$ cat src/rtl/fetch_pkg.sv
// Shared definitions for the instruction fetch buffer: default widths, FSM
// state encoding and the {addr, data} layout of a buffered entry.
package fetch_pkg;

  localparam int unsigned ADDR_W_DEFAULT = 32;
  localparam int unsigned DATA_W_DEFAULT = 32;
  localparam int unsigned DEPTH_DEFAULT  = 4;
  localparam int unsigned PERF_W         = 32;

  typedef enum logic [1:0] {
    IDLE = 2'd0,
    REQ  = 2'd1,
    WAIT = 2'd2
  } fetch_state_e;

  // A buffered entry is {addr, data}: the fetch address sits in the upper bits.
  function automatic int unsigned entry_w(input int unsigned addr_w,
                                          input int unsigned data_w);
    return addr_w + data_w;
  endfunction

endpackage

$ cat src/rtl/fetch_fifo.sv
// In-order DEPTH-entry synchronous FIFO with clear, count and same-cycle
// push+pop. DEPTH must be a power of two so the pointers wrap naturally.
module fetch_fifo #(
  parameter int unsigned DEPTH = 4,
  parameter int unsigned WIDTH = 64
) (
  input  logic                     clk,
  input  logic                     rst,
  input  logic                     clear,
  input  logic                     push,
  input  logic [WIDTH-1:0]         push_data,
  input  logic                     pop,
  output logic [WIDTH-1:0]         head_data,
  output logic [$clog2(DEPTH):0]   count,
  output logic                     empty,
  output logic                     full
);

  localparam int unsigned PTR_W = $clog2(DEPTH);
  localparam int unsigned CNT_W = PTR_W + 1;

  logic [WIDTH-1:0] mem [DEPTH];
  logic [PTR_W-1:0] wr_ptr;
  logic [PTR_W-1:0] rd_ptr;
  logic             do_push;
  logic             do_pop;

  assign do_push   = push & ~full;
  assign do_pop    = pop & ~empty;
  assign empty     = (count == '0);
  assign full      = (count == CNT_W'(DEPTH));
  assign head_data = mem[rd_ptr];

  always_ff @(posedge clk) begin
    if (!rst) begin
      wr_ptr <= '0;
      rd_ptr <= '0;
      count  <= '0;
      // NOTE: storage is reset here only because the head output must read zero out of reset; it is tiny.
      for (int i = 0; i < int'(DEPTH); i++) mem[i] <= '0;
    end else if (clear) begin
      wr_ptr <= '0;
      rd_ptr <= '0;
      count  <= '0;
    end else begin
      if (do_push) begin
        mem[wr_ptr] <= push_data;
        wr_ptr      <= wr_ptr + PTR_W'(1);
      end
      if (do_pop) rd_ptr <= rd_ptr + PTR_W'(1);
      case ({do_push, do_pop})
        2'b10:   count <= count + CNT_W'(1);
        2'b01:   count <= count - CNT_W'(1);
        default: count <= count;
      endcase
    end
  end

endmodule

$ cat src/rtl/instruction_fetch_buffer.sv
// Fetch stage: issues one instruction read at a time, buffers returned words
// tagged with their address, and hands them to decode. Optional stall counter
// is enabled by defining FETCH_PERF_COUNTERS_EN.
module instruction_fetch_buffer
  import fetch_pkg::*;
#(
  parameter int unsigned ADDR_W = ADDR_W_DEFAULT,
  parameter int unsigned DATA_W = DATA_W_DEFAULT,
  parameter int unsigned DEPTH  = DEPTH_DEFAULT
) (
  input  logic              clk,
  input  logic              rst,
  input  logic [ADDR_W-1:0] currentAddress,
  output logic              pcAdvance,
  output logic              memReq,
  output logic [ADDR_W-1:0] memAddr,
  input  logic              memGnt,
  input  logic              memRdValid,
  input  logic [DATA_W-1:0] memRdData,
  input  logic              flush,
`ifdef FETCH_PERF_COUNTERS_EN
  output logic [PERF_W-1:0] stallCycles,
`endif
  output logic              instrValid,
  output logic [DATA_W-1:0] instrData,
  output logic [ADDR_W-1:0] instrAddr,
  input  logic              instrReady
);

  localparam int unsigned CNT_W   = $clog2(DEPTH) + 1;
  localparam int unsigned ENTRY_W = entry_w(ADDR_W, DATA_W);

  fetch_state_e       state;
  fetch_state_e       state_next;
  logic               drop;
  logic               drop_next;
  logic [ADDR_W-1:0]  req_addr;
  logic [ADDR_W-1:0]  req_addr_next;
  logic [CNT_W-1:0]   count;
  logic [CNT_W:0]     count_after;
  logic               fifo_push;
  logic               fifo_pop;
  logic               fifo_empty;
  logic               fifo_full;
  logic [ENTRY_W-1:0] head;

  fetch_fifo #(
    .DEPTH (DEPTH),
    .WIDTH (ENTRY_W)
  ) u_fifo (
    .clk       (clk),
    .rst       (rst),
    .clear     (flush),
    .push      (fifo_push),
    .push_data ({req_addr, memRdData}),
    .pop       (fifo_pop),
    .head_data (head),
    .count     (count),
    .empty     (fifo_empty),
    .full      (fifo_full)
  );

  assign instrValid = ~fifo_empty;
  assign fifo_pop   = instrValid & instrReady;
  assign instrAddr  = head[ENTRY_W-1 -: ADDR_W];
  assign instrData  = head[DATA_W-1:0];
  assign pcAdvance  = memReq & memGnt;
  assign memAddr    = memReq ? currentAddress : '0;

  always_ff @(posedge clk) begin
    if (!rst) begin
      state    <= IDLE;
      drop     <= 1'b0;
      req_addr <= '0;
    end else begin
      // NOTE: non-blocking assignments keep every register updating from pre-edge values.
      state    <= state_next;
      drop     <= drop_next;
      req_addr <= req_addr_next;
    end
  end

  always_comb begin
    // NOTE: every output of this block gets a default first so no path leaves one unassigned (no latch).
    state_next    = state;
    drop_next     = drop;
    req_addr_next = req_addr;
    memReq        = 1'b0;
    fifo_push     = 1'b0;
    count_after   = '0;
    case (state)
      IDLE: begin
        if (!flush && !fifo_full) state_next = REQ;
      end
      REQ: begin
        memReq = 1'b1;
        if (memGnt) begin
          req_addr_next = currentAddress;
          // A read granted alongside a flush belongs to the old stream.
          drop_next     = flush;
          state_next    = WAIT;
        end
      end
      WAIT: begin
        if (memRdValid) begin
          fifo_push   = ~drop & ~flush;
          drop_next   = 1'b0;
          count_after = {1'b0, count} + (CNT_W + 1)'(fifo_push)
                        - (CNT_W + 1)'(fifo_pop);
          if (flush || count_after < (CNT_W + 1)'(DEPTH)) state_next = REQ;
          else                                            state_next = IDLE;
        end else if (flush) begin
          drop_next = 1'b1;
        end
      end
      default: state_next = IDLE;
    endcase
  end

`ifdef FETCH_PERF_COUNTERS_EN
  // Cycles where decode was ready but had nothing to take; saturating.
  always_ff @(posedge clk) begin
    if (!rst) begin
      stallCycles <= '0;
    end else if (instrReady && !instrValid && stallCycles != '1) begin
      stallCycles <= stallCycles + PERF_W'(1);
    end
  end
`endif

endmodule

$ cat config.mk
export PLATFORM = sky130hd
export DESIGN_NAME = instruction_fetch_buffer
export DESIGN_NICKNAME = d
export VERILOG_FILES = /design/src/rtl/fetch_pkg.sv /design/src/rtl/fetch_fifo.sv /design/src/rtl/instruction_fetch_buffer.sv
export SDC_FILE = /design/constraint.sdc
export NUM_CORES = 1
export LEC_CHECK = 0
export CAP_MARGIN = 10
export CORE_ASPECT_RATIO = 1.4
export CORE_MARGIN = 10
export CORE_UTILIZATION = 41
export CTS_CLUSTER_DIAMETER = 50
export CTS_CLUSTER_SIZE = 25
export DETAILED_ROUTE_END_ITERATION = 8
export PLACE_DENSITY_LB_ADDON = 0.1
export SYNTH_ARGS = -nofsm -noshare
export SYNTH_HDL_FRONTEND = slang
export SYNTH_SLANG_ARGS = --single-unit
$ cat constraint.sdc
create_clock -name clk -period 6.5 [get_ports clk]
set_input_delay 1.3 -clock clk [delete_from_list [all_inputs] [get_ports clk]]
set_output_delay 1.3 -clock clk [all_outputs]
set_load 0.05 [all_outputs]
==> run_results.csv <==
group,metric,value,unit
yosys,synth_top_area_frac,0.588,
global_route,antenna_found_initial,0,
floorplan,core_area,31500,µm²
flow_run,max_cap_violations,0,
route,final_antenna_net_count,0,
yosys,syn_avg_cell_area,15.0,µm²
hold_path,hold_class,"reg -> reg",
timing,slew_viol_final,0,
yosys,ys_seq_area_frac,0.656,
placement,gp_congestion,0.736,
floorplan,start_util,0.415,
clock_tree,numCtsBuffers,26,
floorplan,row_count,77,
floorplan,chipWidth,171,µm
clock_tree,cts_buffer_depth,3,
clock_tree,cts_num_sinks,300,
critical_path,cp.required,5.20,ns
critical_path,path_buf_inv,2,
yosys,yosysUniqueCellTypes,41,
clock_tree,htreeDepth,1,
route,drt-total-wl,30.8,mm
timing,fin_worst_skew,0.0165,ns
timing,tns,0,ns
critical_path,max_stage_delay,0.95,ns
global_route,grt_pass1_vias,8174,
hold_path,hold_path_depth,2,
route,drc,0,
status,status,"complete, no violations",
timing,period_needed,4.59,ns
timing,hold_viol,0,
global_route,grt.total_usage,0.158,
global_route,overflow,0,
power,vdd_drop_max,0.180,mV
timing,finalCritPeriodShare,0.706,
cells_and_area,area.growth.synth_to_final,22.5,%
critical_path,crit_family,"buffers and inverters",
clock_tree,cts_root_buffer,"clkbuf_16",
yosys,syn-cell-area,13100,µm²
cells_and_area,final_nets,1104,
timing,worst_pin_slew,1.13,ns
yosys,yosys_most_used_dff,"edfxtp_1",
route,firstDrtPassIters,4,
cells_and_area,fillers,2719,
route,top_layer,"met4",
critical_path,crit_fanout,39,
clock_tree,path_clk_slew,0.08,ns
yosys,synth.largest_area_cell,"edfxtp_1",
critical_path,critPathCaptureType,"primary output",
route,wl_met3,1.46,mm
timing,max_slew_margin,0.250,
clock_tree,cts_resized,0,
timing,rsz0062_at_grt,"false",
route,viasPerCell,5.05,
placement,postPlaceCellArea,15100,µm²
cells_and_area,finalInstanceArea,16000,µm²
route,met2WireLength,16.1,mm
critical_path,path_depth,3,
cells_and_area,insertedDiodeCount,0,
critical_path,worstRegToRegCells,6,
clock_tree,clock_latency,0.54,ns
yosys,synth_seq_cells,300,
critical_path,worstSetupStartpointType,"flop",
timing,hold_ws,0.485,ns
floorplan,die_h,231,µm
route,wl_met1,12.7,mm
route,dr_total_vias,7298,
yosys,synthArstFlopShare,0,
placement,portBuffers,168,
yosys,syn-num-nets,949,
clock_tree,ctsHoldBuffers,0,
clock_tree,cts_setup_buffers,0,
yosys,synth_cells,874,
global_route,grt_max_degree,65,
cells_and_area,most-common-layout-cells,"288 x and2_1, 256 x edfxtp_1, 168 x clkdlybuf4s50_1",
critical_path,cp.arrival,3.29,ns
critical_path,slowest_stage,"dfxtp_4",
route,drtIter0Drc,417,
yosys,synthTopCellsByArea,"edfxtp_1 59%, and2_1 14%, mux4_2 11%, dfxtp_1 6.7%, nand2_1 1.9%",
timing,clock.fmax,0.218,GHz
timing,finalSetupViolCount,0,
yosys,synth_edf_count,256,
placement,hpwl,17.5,mm
critical_path,crit_chain,"buf_4 > mux4_2 > clkdlybuf4s50_1",
critical_path,rrSetupSlack,3.71,ns
power,power.leakage,5.57,nW
clock_tree,cts_tree,"built",
yosys,yosysWarningCount,0,
critical_path,critPathKind,"reg -> out",
power,p_per_area,258,nW/µm²
global_route,grt_pass1_wl,47.7,mm
floorplan,ioPinCount,169,
floorplan,die_area,39500,µm²
route,wl_per_cell,21.3,µm
cells_and_area,drive_gt1_frac,0.133,
cells_and_area,final_common_cell,"and2_1",
cells by family after synthesis:
family / after synthesis / synth area share
compound gates: 44 / 0.0184
flops: 300 / 0.656
fa+ha+maj: 5 / 0.00536
mux: 64 / 0.110
xor+xnor: 6 / 0.00402
simple gates: 391 / 0.178
buf+inv: 64 / 0.0281
metrics by stage:
step | power (mW) | utilization | cells | setup WS, ns
final | 4.14 | 0.508 | 1444 | 1.91
after global routing | 4.29 | 0.508 | 1444 | 1.68
after detailed placement | 2.56 | 0.479 | 1396 | 2.04
after CTS | 4.19 | 0.508 | 1444 | 1.76
after floorplan | 2.40 | - | 874 | 1.04
after global placement | 2.56 | 0.479 | 1396 | 2.06
worst register-to-register path: stages, from the launching register on:
cell	delay [ns]
dfxtp_1	0.45
or3b_4	0.45
nand3_4	0.18
nor2_4	0.07
a22oi_2	0.76
buf_12	0.31
buf_12	0.25
Yosys cell counts (all sizes together), types with 2 or more instances:
| library cell | instances |
|---|---|
| or4b | 2 |
| ha | 4 |
| nand2b | 5 |
| nand3 | 2 |
| edfxtp | 256 |
| nor4 | 2 |
| o21ai | 2 |
| buf | 28 |
| dfxtp | 44 |
| clkbuf | 27 |
| xnor2 | 2 |
| nand3b | 2 |
| a22oi | 2 |
| nor2b | 2 |
| nor4b | 2 |
| inv | 7 |
| mux4 | 64 |
| clkinv | 2 |
| nand2 | 66 |
| nor2 | 14 |
| a21oi | 36 |
| and2 | 288 |
| xor2 | 4 |
routing by layer:
metal	global-route usage	up-vias
li1	-	3455
met1	0.188	3658
met2	0.284	154
met3	0.0299	31
met4	0.0390	0
met5	0	-
path summary, 6_finish.rpt:
kind	end	start
hold reg to reg	req_addr[11]	req_addr[11]
hold / removal	req_addr[11]	req_addr[11]
setup / recovery	instrAddr[19]	flop
setup reg to reg	u_fifo.mem[3][3]	u_fifo.count[2]
flip-flops by register name (all words and copies together), names as in the netlist, named ones only:
register,count
req_addr,32
u_fifo.mem,256
u_fifo.rd_ptr,2
u_fifo.wr_ptr,2
drop,1
state,2
u_fifo.count,3
area by class of cell:
| class | instances | area, µm² | area share |
|---|---|---|---|
| tap | 395 | 494 | 0.0309 |
| sequential | 300 | 8580 | 0.536 |
| clock inverter | 18 | 211 | 0.0132 |
| inverter | 9 | 33.8 | 0.00211 |
| clock buffer | 30 | 708 | 0.0442 |
| timing repair buffer | 182 | 1810 | 0.113 |
| multi-input combinational | 510 | 4180 | 0.261 |
report_power, final:
part / leakage (nW) / switching, mW / internal [mW] / total (mW)
logic: 2.14 / 0.215 / 0.125 / 0.340
clock network: 0.438 / 0.791 / 0.839 / 1.63
registers: 3.00 / 0.0247 / 2.14 / 2.17
Note: power is estimated with default switching activity, not from simulation.
